File: config.mk
export PLATFORM = sky130hd
export DESIGN_NAME = peecc_uart_top_flat
export DESIGN_NICKNAME = d
export VERILOG_FILES = /design/src/rtl/peecc_pkg.sv /design/src/rtl/peecc_if.sv /design/src/rtl/peecc_codec.sv /design/src/rtl/peecc_uart.sv /design/src/rtl/peecc_uart_top.sv /design/src/flat_wrapper.sv
export SDC_FILE = /design/constraint.sdc
export NUM_CORES = 1
export LEC_CHECK = 0
export CORE_MARGIN = 10
export CORE_UTILIZATION = 51
export CTS_BUF_LIST = sky130_fd_sc_hd__clkbuf_4 sky130_fd_sc_hd__clkbuf_8 sky130_fd_sc_hd__clkbuf_16
export CTS_CLUSTER_DIAMETER = 80
export DETAILED_ROUTE_END_ITERATION = 6
export GPL_ROUTABILITY_DRIVEN = 1
export PLACE_DENSITY = 0.71
export SYNTH_ARGS = -nofsm -noshare
export SYNTH_HDL_FRONTEND = slang
export SYNTH_SLANG_ARGS = --single-unit
File: constraint.sdc
create_clock -name M_CLK_OSC -period 12.2 [get_ports M_CLK_OSC]
set_clock_uncertainty 0.2 [all_clocks]
set_input_delay 2.44 -clock M_CLK_OSC [delete_from_list [all_inputs] [get_ports M_CLK_OSC]]
set_output_delay 2.44 -clock M_CLK_OSC [all_outputs]
set_load 0.02 [all_outputs]
File: src/rtl/peecc_pkg.sv
// Shared types and constants for the PEECC UART self-test harness: segment/bus-width helpers,
// top-level FSM states, the report header byte and the LFSR polynomial.
package peecc_pkg;

  localparam logic [7:0]  ReportHeader = 8'hA5;
  localparam logic [31:0] LfsrTaps     = 32'h80200003;

  // One more segment than strictly needed, so the payload always has pad room.
  function automatic int unsigned num_segs(int unsigned k, int unsigned m);
    return (k + m) / m + 1;
  endfunction

  // Segment wires followed by one invert flag per segment.
  function automatic int unsigned bus_width(int unsigned k, int unsigned m);
    return num_segs(k, m) * m + num_segs(k, m);
  endfunction

  typedef enum logic [1:0] {
    StIdle,
    StGot0,
    StRun,
    StReport
  } peecc_state_e;

endpackage

File: src/rtl/peecc_if.sv
// Board-side FTDI UART pins of the PEECC self-test harness.
interface peecc_if;
  logic FTDI_BDBUS_0;  // RX into the FPGA
  logic FTDI_BDBUS_1;  // TX out of the FPGA

  modport master (output FTDI_BDBUS_0, input FTDI_BDBUS_1);
  modport slave (input FTDI_BDBUS_0, output FTDI_BDBUS_1);
endinterface

File: src/rtl/peecc_codec.sv
// Combinational PEECC encoder (interleaved parity + per-segment bus-invert against the previous
// bus) and decoder (undo inversion, re-check parity).
module peecc_codec
  import peecc_pkg::*;
#(
  parameter int unsigned K = 17,
  parameter int unsigned M = 4
) (
  input  logic [K-1:0]               d_i,
  input  logic [bus_width(K, M)-1:0] prev_bus_i,
  output logic [bus_width(K, M)-1:0] bus_o,
  input  logic [bus_width(K, M)-1:0] rx_bus_i,
  output logic [K-1:0]               dec_d_o,
  output logic                       par_err_o
);
  localparam int unsigned A    = num_segs(K, M);
  localparam int unsigned PayW = A * M;

  function automatic logic [M-1:0] parity(logic [K-1:0] v);
    logic [M-1:0] p;
    p = '0;
    for (int j = 0; j < K; j++) p[j % M] ^= v[j];
    return p;
  endfunction

  function automatic int unsigned popcnt(logic [M-1:0] v);
    int unsigned n;
    n = 0;
    for (int i = 0; i < M; i++) n += 32'(v[i]);
    return n;
  endfunction

  logic [PayW-1:0] payload;

  always_comb begin
    payload          = '0;
    payload[K-1:0]   = d_i;
    payload[K +: M]  = parity(d_i);
    bus_o            = '0;
    for (int s = 0; s < A; s++) begin
      if (popcnt(payload[s*M +: M] ^ prev_bus_i[s*M +: M]) > M / 2) begin
        bus_o[s*M +: M]  = ~payload[s*M +: M];
        bus_o[PayW + s]  = 1'b1;
      end else begin
        bus_o[s*M +: M]  = payload[s*M +: M];
      end
    end
  end

  logic [K+M-1:0] dec_pay;

  always_comb begin
    dec_pay = '0;
    for (int b = 0; b < K + M; b++) dec_pay[b] = rx_bus_i[b] ^ rx_bus_i[PayW + b / M];
  end

  assign dec_d_o   = dec_pay[K-1:0];
  assign par_err_o = parity(dec_pay[K-1:0]) != dec_pay[K +: M];

  // Pad wires carry no information on the receive side.
  if (PayW > K + M) begin : g_pad
    logic unused_pad;
    assign unused_pad = ^rx_bus_i[PayW-1:K+M];
  end

endmodule

File: src/rtl/peecc_uart.sv
// 8N1 UART receiver and transmitter sharing one clock divider constant; each TX frame is followed
// by one extra idle bit-time before tx_busy_o drops.
module peecc_uart #(
  parameter int unsigned Div = 69
) (
  input  logic       clk_i,
  input  logic       rst_i,
  input  logic       rx_i,
  output logic       tx_o,
  output logic       rx_valid_o,
  output logic [7:0] rx_data_o,
  input  logic       tx_start_i,
  input  logic [7:0] tx_data_i,
  output logic       tx_busy_o
);
  localparam int unsigned CntW    = $clog2(Div + 1);
  localparam int unsigned HalfDiv = Div / 2;

  logic            rx_s1_q, rx_s2_q, rx_prev_q;
  logic            rx_active_q, rx_valid_q;
  logic [CntW-1:0] rx_cnt_q;
  logic [3:0]      rx_bit_q;
  logic [7:0]      rx_sh_q;

  always_ff @(posedge clk_i or posedge rst_i) begin
    if (rst_i) begin
      rx_s1_q     <= 1'b1;
      rx_s2_q     <= 1'b1;
      rx_prev_q   <= 1'b1;
      rx_active_q <= 1'b0;
      rx_valid_q  <= 1'b0;
      rx_cnt_q    <= '0;
      rx_bit_q    <= '0;
      rx_sh_q     <= '0;
    end else begin
      rx_s1_q    <= rx_i;
      rx_s2_q    <= rx_s1_q;
      rx_prev_q  <= rx_s2_q;
      rx_valid_q <= 1'b0;
      if (!rx_active_q) begin
        if (rx_prev_q && !rx_s2_q) begin
          rx_active_q <= 1'b1;
          rx_cnt_q    <= CntW'(HalfDiv - 1);
          rx_bit_q    <= '0;
        end
      end else if (rx_cnt_q != '0) begin
        rx_cnt_q <= rx_cnt_q - 1'b1;
      end else begin
        rx_cnt_q <= CntW'(Div - 1);
        if (rx_bit_q == 4'd0) begin
          // A start bit that is high again at mid-bit was a glitch.
          if (rx_s2_q) rx_active_q <= 1'b0;
          else         rx_bit_q    <= 4'd1;
        end else if (rx_bit_q <= 4'd8) begin
          rx_sh_q  <= {rx_s2_q, rx_sh_q[7:1]};
          rx_bit_q <= rx_bit_q + 4'd1;
        end else begin
          rx_active_q <= 1'b0;
          rx_valid_q  <= rx_s2_q;  // framing error drops the byte
        end
      end
    end
  end

  assign rx_valid_o = rx_valid_q;
  assign rx_data_o  = rx_sh_q;

  logic            tx_q, tx_active_q;
  logic [CntW-1:0] tx_cnt_q;
  logic [3:0]      tx_bit_q;
  logic [7:0]      tx_sh_q;

  // Bit slots: 0 start, 1..8 data, 9 stop, 10 inter-byte idle.
  always_ff @(posedge clk_i or posedge rst_i) begin
    if (rst_i) begin
      tx_q        <= 1'b1;
      tx_active_q <= 1'b0;
      tx_cnt_q    <= '0;
      tx_bit_q    <= '0;
      tx_sh_q     <= '0;
    end else if (!tx_active_q) begin
      if (tx_start_i) begin
        tx_active_q <= 1'b1;
        tx_q        <= 1'b0;
        tx_cnt_q    <= CntW'(Div - 1);
        tx_bit_q    <= '0;
        tx_sh_q     <= tx_data_i;
      end
    end else if (tx_cnt_q != '0) begin
      tx_cnt_q <= tx_cnt_q - 1'b1;
    end else begin
      tx_cnt_q <= CntW'(Div - 1);
      if (tx_bit_q == 4'd10) begin
        tx_active_q <= 1'b0;
      end else begin
        tx_bit_q <= tx_bit_q + 4'd1;
        if (tx_bit_q < 4'd8) begin
          tx_q    <= tx_sh_q[0];
          tx_sh_q <= {1'b0, tx_sh_q[7:1]};
        end else begin
          tx_q <= 1'b1;
        end
      end
    end
  end

  assign tx_o      = tx_q;
  assign tx_busy_o = tx_active_q;

endmodule

File: src/rtl/peecc_uart_top.sv
// PEECC self-test top: UART command in, LFSR words through encoder/fault/decoder, counters out.
// Optional M_HEADER debug pin enabled by defining PEECC_HEADER_DEBUG_EN.
module peecc_uart_top
  import peecc_pkg::*;
#(
  parameter int unsigned K     = 17,
  parameter int unsigned M     = 4,
  parameter int unsigned ClkHz = 4000000,
  parameter int unsigned Baud  = 57600
) (
  input  logic M_CLK_OSC,
  input  logic M_RESET_B,
`ifdef PEECC_HEADER_DEBUG_EN
  output logic M_HEADER,
`endif
  peecc_if.slave ftdi
);
  localparam int unsigned W   = bus_width(K, M);
  localparam int unsigned Div = ClkHz / Baud;

  logic       rx_valid, tx_start, tx_busy;
  logic [7:0] rx_data, tx_data;

  peecc_uart #(
    .Div (Div)
  ) u_uart (
    .clk_i      (M_CLK_OSC),
    .rst_i      (M_RESET_B),
    .rx_i       (ftdi.FTDI_BDBUS_0),
    .tx_o       (ftdi.FTDI_BDBUS_1),
    .rx_valid_o (rx_valid),
    .rx_data_o  (rx_data),
    .tx_start_i (tx_start),
    .tx_data_i  (tx_data),
    .tx_busy_o  (tx_busy)
  );

  peecc_state_e state_q, state_d;
  logic [7:0]   cmd_q, fault_q;
  logic [16:0]  words_q;
  logic [31:0]  lfsr_q;
  logic [W-1:0] prev_bus_q, bus_tx, bus_rx, fault_mask;
  logic [15:0]  mis_q, det_q;
  logic [2:0]   rpt_idx_q;
  logic         tx_pend_q;
  logic [K-1:0] dec_d;
  logic         par_err, dec_match;

  peecc_codec #(
    .K (K),
    .M (M)
  ) u_codec (
    .d_i        (lfsr_q[K-1:0]),
    .prev_bus_i (prev_bus_q),
    .bus_o      (bus_tx),
    .rx_bus_i   (bus_rx),
    .dec_d_o    (dec_d),
    .par_err_o  (par_err)
  );

  // Fault selector F names wire F-1; zero or out-of-range means a clean bus.
  always_comb begin
    fault_mask = '0;
    if (fault_q != 8'd0 && 32'(fault_q) <= W) fault_mask[fault_q - 8'd1] = 1'b1;
  end

  assign bus_rx    = bus_tx ^ fault_mask;
  assign dec_match = dec_d == lfsr_q[K-1:0];

  always_comb begin
    state_d  = state_q;
    tx_start = 1'b0;
    unique case (state_q)
      StIdle:   if (rx_valid) state_d = StGot0;
      StGot0:   if (rx_valid) state_d = StRun;
      StRun:    if (words_q == 17'd1) state_d = StReport;
      StReport: begin
        if (!tx_busy && !tx_pend_q) begin
          if (rpt_idx_q == 3'd5) state_d = StIdle;
          else                   tx_start = 1'b1;
        end
      end
      default:  state_d = StIdle;
    endcase
  end

  always_comb begin
    case (rpt_idx_q)
      3'd1:    tx_data = mis_q[15:8];
      3'd2:    tx_data = mis_q[7:0];
      3'd3:    tx_data = det_q[15:8];
      3'd4:    tx_data = det_q[7:0];
      default: tx_data = ReportHeader;
    endcase
  end

  always_ff @(posedge M_CLK_OSC or posedge M_RESET_B) begin
    if (M_RESET_B) begin
      state_q <= StIdle;
    end else begin
      state_q <= state_d;
    end
  end

  always_ff @(posedge M_CLK_OSC or posedge M_RESET_B) begin
    if (M_RESET_B) begin
      cmd_q      <= '0;
      fault_q    <= '0;
      words_q    <= '0;
      lfsr_q     <= '0;
      prev_bus_q <= '0;
      mis_q      <= '0;
      det_q      <= '0;
      rpt_idx_q  <= '0;
      tx_pend_q  <= 1'b0;
    end else begin
      // Holds off a second start until tx_busy reflects the one just issued.
      tx_pend_q <= tx_start;
      unique case (state_q)
        StIdle: if (rx_valid) cmd_q <= rx_data;
        StGot0: begin
          if (rx_valid) begin
            fault_q    <= rx_data;
            words_q    <= ({9'd0, cmd_q} + 17'd1) << 8;
            lfsr_q     <= 32'h1;
            prev_bus_q <= '0;
            mis_q      <= '0;
            det_q      <= '0;
            rpt_idx_q  <= '0;
          end
        end
        StRun: begin
          lfsr_q     <= (lfsr_q >> 1) ^ (lfsr_q[0] ? LfsrTaps : 32'h0);
          prev_bus_q <= bus_rx;
          words_q    <= words_q - 17'd1;
          if (!dec_match && mis_q != 16'hFFFF) mis_q <= mis_q + 16'd1;
          if (par_err && det_q != 16'hFFFF)    det_q <= det_q + 16'd1;
        end
        StReport: if (tx_start) rpt_idx_q <= rpt_idx_q + 3'd1;
        default: ;
      endcase
    end
  end

`ifdef PEECC_HEADER_DEBUG_EN
  logic hdr_q;

  always_ff @(posedge M_CLK_OSC or posedge M_RESET_B) begin
    if (M_RESET_B) begin
      hdr_q <= 1'b1;
    end else if (state_q == StIdle) begin
      hdr_q <= 1'b1;
    end else if (state_q == StRun) begin
      hdr_q <= dec_match;
    end
  end

  assign M_HEADER = hdr_q;
`endif

endmodule

File: src/flat_wrapper.sv
// flat-port wrapper written by rule: the top's interface ports become plain ports
module peecc_uart_top_flat import peecc_pkg::*;
#(
  parameter int unsigned K     = 17,
  parameter int unsigned M     = 4,
  parameter int unsigned ClkHz = 4000000,
  parameter int unsigned Baud  = 57600
)
  (M_CLK_OSC, M_RESET_B, ftdi_FTDI_BDBUS_0, ftdi_FTDI_BDBUS_1);
  peecc_if ftdi_i ();
  input  logic M_CLK_OSC;
  input  logic M_RESET_B;
  input wire logic [$bits(ftdi_i.FTDI_BDBUS_0)-1:0] ftdi_FTDI_BDBUS_0;
  output wire logic [$bits(ftdi_i.FTDI_BDBUS_1)-1:0] ftdi_FTDI_BDBUS_1;
  assign ftdi_i.FTDI_BDBUS_0 = ftdi_FTDI_BDBUS_0;
  assign ftdi_FTDI_BDBUS_1 = ftdi_i.FTDI_BDBUS_1;
  peecc_uart_top #(.K(K), .M(M), .ClkHz(ClkHz), .Baud(Baud)) u_core (.M_CLK_OSC(M_CLK_OSC), .M_RESET_B(M_RESET_B), .ftdi(ftdi_i));
endmodule
Yosys cells after proc, flatten, opt, wreduce, memory -nomap -nowiden
Cells that the tools add are included.
{ "word_totals": {"reg_bits": 172, "in_bits": 3, "output_inout_bits": 1, "wordCells": 263} }
{ "op_classes": {"addsub": 28, "n_lt_le_gt_ge": 11, "eq_ne": 28, "n_mux": 80, "bitwise_logic": 63, "reduce_logical": 30} }
{ "op_table": {"columns": ["operator", "n"], "rows": [
  ["$mux 32", 2],
  ["$mux 4", 16],
  ["$pmux 16 s2", 2],
  ["$pmux 32 s2", 1],
  ["$mux 16", 3],
  ["$pmux 24 s2", 1],
  ["$xor 1x1->1", 47],
  ["$mux 7", 6],
  ["$mux 8", 5],
  ["$pmux 17 s2", 1],
  ["$add 16x1->16 const B", 2],
  ["$ne 16x16->1 const B", 2],
  ["$pmux 8 s4", 1],
  ["$xor 31x32->32", 1],
  ["$mux 30", 1],
  ["$xor 30x30->30", 1],
  ["$mux 1", 29],
  ["$add 3x1->4", 6],
  ["$gt 4x2->1 const B", 6],
  ["$mux 24", 1],
  ["$not 4->4", 5],
  ["$xor 4x4->4", 5],
  ["$add 2x1->3", 6],
  ["$eq 17x1->1 const B", 1],
  ["other kinds (44)", 89]
]} }

Longest topological paths before layout
{ "depth": {"depth_word": 20, "ltp_mapped": 19, "depth_no_buf": 16} }

Hierarchy
From an unflattened synthesis, not the netlist that was laid out.
{ "hier_totals": {"hier_cells": 1071, "hier_area_um2": 10659.0} }
{ "modules_own_cells": {"columns": ["module", "instances", "cells_each", "area_each_um2", "seq_area_each_um2"], "rows": [
  ["peecc_uart_top", 1, 697, 7001.7, 3328.2],
  ["peecc_uart", 1, 224, 2288.4, 1131.1],
  ["peecc_codec", 1, 150, 1368.8, 0.0]
]} }

Worst setup path after synthesis
No wires, ideal clock.
{ "synth_timing": {"kind": "register to register", "startpoint": "register u_core.lfsr_q[0]", "endpoint": "register u_core.det_q[4]", "setup_time_ns": 0.078, "t_arrival_ns": 4.848, "t_required_ns": 11.922, "path_slack_ns": 7.074, "stages_incl_launch_ff": 18, "path_buffers": 2, "synth_period_minus_slack_ns": 5.126, "cell_sequence": "dfrtp_1 -> clkbuf_1 -> xnor2_1 -> xnor2_1 -> xnor2_1 -> xnor2_1 -> fa_1 -> ha_1 -> ha_1 -> a21oi_2 -> xor3_1 -> xnor3_1 -> xnor3_1 -> and4b_1 -> or2_1 -> buf_6 -> or4_1 -> a21oi_1"} }
{ "synth_via": {"elab_chain_cells": 17, "word_cells_on_any_way": 46, "cone_classes": "add/sub (6); order compare (2); eq/ne (2); mux (4); bitwise (30); reduce/logical (2)"} }
{ "synth_rtl": {"columns": ["item", "line_no", "rtl"], "rows": [
  ["start, declared", "peecc_uart_top.sv:41", "logic [31:0] lfsr_q;"],
  ["start signal, assigned", "peecc_uart_top.sv:133", "lfsr_q <= (lfsr_q >> 1) ^ (lfsr_q[0] ? LfsrTaps : 32'h0);"],
  ["$xor 1x1->1 (4 in series)", "peecc_codec.sv:22", "for (int j = 0; j < K; j++) p[j % M] ^= v[j];"],
  ["$xor 4x4->4", "peecc_codec.sv:41", "if (popcnt(payload[s*M +: M] ^ prev_bus_i[s*M +: M]) > M / 2) begin"],
  ["$add 1x1->2", "peecc_codec.sv:29", "for (int i = 0; i < M; i++) n += 32'(v[i]);"],
  ["$add 2x1->3", "peecc_codec.sv:29", null],
  ["$add 3x1->4", "peecc_codec.sv:29", null],
  ["$gt 4x2->1", "peecc_codec.sv:41", null],
  ["$mux 4 or $mux 1 (tied branches)", "peecc_codec.sv:41", null],
  ["$xor 30x30->30 *", "peecc_uart_top.sv:67", "assign bus_rx = bus_tx ^ fault_mask;"],
  ["$xor 1x1->1", "peecc_codec.sv:54", "for (int b = 0; b < K + M; b++) dec_pay[b] = rx_bus_i[b] ^ rx_bus_i[PayW + b / M];"],
  ["$xor 1x1->1", "peecc_codec.sv:22", null],
  ["$ne 4x4->1 *", "peecc_codec.sv:58", "assign par_err_o = parity(dec_pay[K-1:0]) != dec_pay[K +: M];"],
  ["$logic_and 1x1->1 *", "peecc_uart_top.sv:137", "if (par_err && det_q != 16'hFFFF) det_q <= det_q + 16'd1;"],
  ["$ne 2x1->1 (no source line) *", null, null],
  ["$reduce_and 3->1 (no source line) *", null, null],
  ["end signal, assigned", "peecc_uart_top.sv:137", null],
  ["end, declared", "peecc_uart_top.sv:43", "logic [15:0] mis_q, det_q;"]
]} }
Mark *: on every way between the ends. The rest lies on a longest branch, timed or not.
A chain may end at the register's enable or synchronous reset.

Worst setup path after layout
{ "layout_timing": {"startpoint": "register u_core.lfsr_q[0]", "endpoint": "register u_core.det_q[1]"} }
Same word-level chain as after synthesis.

==> results_dict.tcl <==
set metrics [dict create \
    synthArstFlopShare_pct 100 \
    path_clk_slew_ns 0.07 \
    rsz0062_at_grt "false" \
    place_congestion 0.837 \
    status "finished, final reports clean" \
    port_buffers 3 \
    cp.required_ns 12.31 \
    max_stage_delay_ns 0.63 \
    vdd_ir_drop_max_v 0.000117 \
    yosysTopAreaCell "dfrtp_1" \
    cts_buffers 17 \
    critPathBufInv 0 \
    path_depth 15 \
    die-width_um 153 \
    synthTopCellsByCount "dfrtp_1, nand2_1, o21ai_0" \
    final_layout_size_suffix_gt1_share_pct 9.57 \
    fmax_ghz 0.179 \
    ys_types 66 \
    slew_violations 0 \
    grt_max_degree 118 \
    worst_r2r_path_depth 15 \
    coreArea_um2 17300 \
    root_buffer "clkbuf_16" \
    post_cts_buffers 0 \
    start_kind "flop" \
    whs_path_depth 0 \
    cts_hold_buf 0 \
    crit_type "flop to flop" \
    worst_pin_slew_ns 1.04 \
    wirelength_mm 18.1 \
    postSynthNetCount 970 \
    endpoint "u_core.det_q[1]$_DFFE_PP0P_" \
    max_cap_viol_count 0 \
    die_area_um2 23300 \
    relSlewSlack_pct 30.8 \
    yosysSeqAreaShare_pct 44.6 \
    stdcell_area_um2 9660 \
    grt_pass1_vias 6273 \
    start_util_pct 51.9 \
    vias 6617 \
    met1_usage_pct 22.4 \
    syn-instance-count 934 \
    crit_slowest_cell "or2_1" \
    whs_ns 0.157 \
    cp_common_cell "xnor2_1" \
    cts_max_path_buffers 2 \
    power.leakage_nw 4.32 \
    arrival_ns 5.70 \
    path_delay_family "XOR/XNOR gates" \
    area_delta_synth_final_pct 7.56 \
    dp.cells 1102 \
    placed_area_um2 9060 \
    ys_warn_count 0 \
    setup_viol 0 \
    ctsResizeCount 0 \
    clock_latency_ns 0.42 \
    post-route-min-period_ns 5.59 \
    use_met3_pct 2.74 \
    synth_enable_flop_cells 0 \
    first_pass_iters 6 \
    cts_tree "built" \
    io_pins 4 \
    synth-seq-cells 160 \
    cts-htree-levels 4 \
    grt_usage_pct 15.6 \
    multi_input_area_um2 4560 \
    cp_cell_sequence "xnor2_1, xnor2_1, xnor2_1, xnor2_1, fa_1, ha_1, ha_1, a21oi_2, xor3_1, xnor3_1, xnor3_1, nor4_1, or2_1, nor2_1, a32o_1" \
    crit_path_max_fanout 26 \
    reg2reg_to "u_core.det_q[1]$_DFFE_PP0P_" \
    met2_usage_pct 23.3 \
    synth_ff_type "dfrtp_1" \
    fin_crit_sh_pct 45.8 \
    r2r-start "u_core.lfsr_q[0]$_DFFE_PP0P_" \
    viasPerCell 5.84 \
    regArea_um2 4010 \
    rows 48 \
    dpl.hpwl_mm 12.0 \
    ant_nets 0 \
    r2r_setup_slack_ns 6.61 \
    first_iter_violations 480 \
    clkSinkCount 160 \
    p_per_area_nw_per_um2 123 \
    synth_top_area_share_pct 43.5 \
    synth_most_common_cell "dfrtp_1" \
    num_antenna_cells 0 \
    finalHoldViolCount 0 \
    end_kind "flop" \
    die_y_um 153 \
    syn_area_per_cell_um2 9.62 \
    num-nets-final 932 \
    antenna_found_initial 0 \
    grt_pass1_wl_mm 31.2 \
    synthTopCellsByArea "dfrtp_1, xnor2_1, o21ai_0, ha_1, mux2_2" \
    overflow 0 \
    nFillCells 1517 \
    drc_errors 0 \
    fin_cells 1134 \
    critPathLaunch "u_core.lfsr_q[0]$_DFFE_PP0P_" \
    syn-cell-area_um2 8980 \
    setup_tns_ns 0 \
    busiest_layer "met2" \
    hold_class "flop to flop" \
    avgRoutedWirePerCell_um 15.9 \
]
routing by layer:
| metal | routed length [µm] | up-vias | part of all wire [%] |
|---|---|---|---|
| li1 | - | 3238 | - |
| met3 | 724 | 17 | 4.0 |
| met5 | 0 | - | 0 |
| met4 | 235 | 0 | 1.3 |
| met1 | 8980 | 3234 | 50 |
| met2 | 8140 | 128 | 45 |
layout by cell type (no fill, tap or decap), types with 30 or more instances in the layout:
cell type    n
a21oi_1     44
a22o_1      37
dfrtp_1    156
ha_1        30
inv_1       34
mux2_2      31
nand2_1     82
nand3_1     43
nor2_1      60
o21ai_0     79
xnor2_1     49
report_power, final:
group | switching, mW | internal (mW)
clock network | 0.222 | 0.322
logic | 0.0437 | 0.0319
registers | 0.0160 | 0.549
cell type report:
class / count / share of cell area (%)
multi-input combinational: 672 / 47.2
sequential: 160 / 41.5
clock buffer: 22 / 4.92
tap: 225 / 2.91
inverter: 36 / 1.45
clock inverter: 10 / 1.30
timing repair buffer: 9 / 0.777
cell families (layout without fill, tap and decap cells):
group	after synthesis	after routing	synth area share (%)
xor gates and xnor gates	83	83	9.19
DFF	160	160	44.6
adders and majority gates	33	33	4.85
AOI/OAI and AO/OA	218	218	15.5
and+or+nand+nor	306	306	17.2
buffers and inverters	102	77	4.69
muxes	32	32	4.00
flip-flops by register name, summed over array words and instances (netlist names), 7 cells and up:
name / cells
u_core.mis_q: 16
u_core.u_uart.tx_sh_q: 8
u_core.fault_q: 8
u_core.det_q: 16
u_core.u_uart.tx_cnt_q: 7
u_core.prev_bus_q: 12
u_core.words_q: 17
u_core.lfsr_q: 32
u_core.cmd_q: 8
u_core.u_uart.rx_data_o: 8
u_core.u_uart.rx_cnt_q: 7
how the worst min path moves through the flow:
stage,from,endpoint
floorplan,u_core.u_uart.rx_s1_q$_DFF_PP1_,u_core.u_uart.rx_s2_q$_DFF_PP1_
global placement,u_core.u_uart.rx_s1_q$_DFF_PP1_,u_core.u_uart.rx_s2_q$_DFF_PP1_
detailed placement,u_core.u_uart.rx_s1_q$_DFF_PP1_,u_core.u_uart.rx_s2_q$_DFF_PP1_
CTS,u_core.u_uart.rx_s1_q$_DFF_PP1_,u_core.u_uart.rx_s2_q$_DFF_PP1_
global route,u_core.u_uart.rx_s1_q$_DFF_PP1_,u_core.u_uart.rx_s2_q$_DFF_PP1_
finish,u_core.u_uart.rx_s1_q$_DFF_PP1_,u_core.u_uart.rx_s2_q$_DFF_PP1_
metrics by stage:
stage,setup slack [ns],total power [mW],util [%]
after floorplan,5.25,0.633,-
final,6.61,1.18,55.9
after global routing,6.25,1.23,55.9
after CTS,6.61,1.20,55.9
after global placement,6.79,0.649,52.4
after detailed placement,6.67,0.651,52.4
Power figures use the tool's default switching activity.
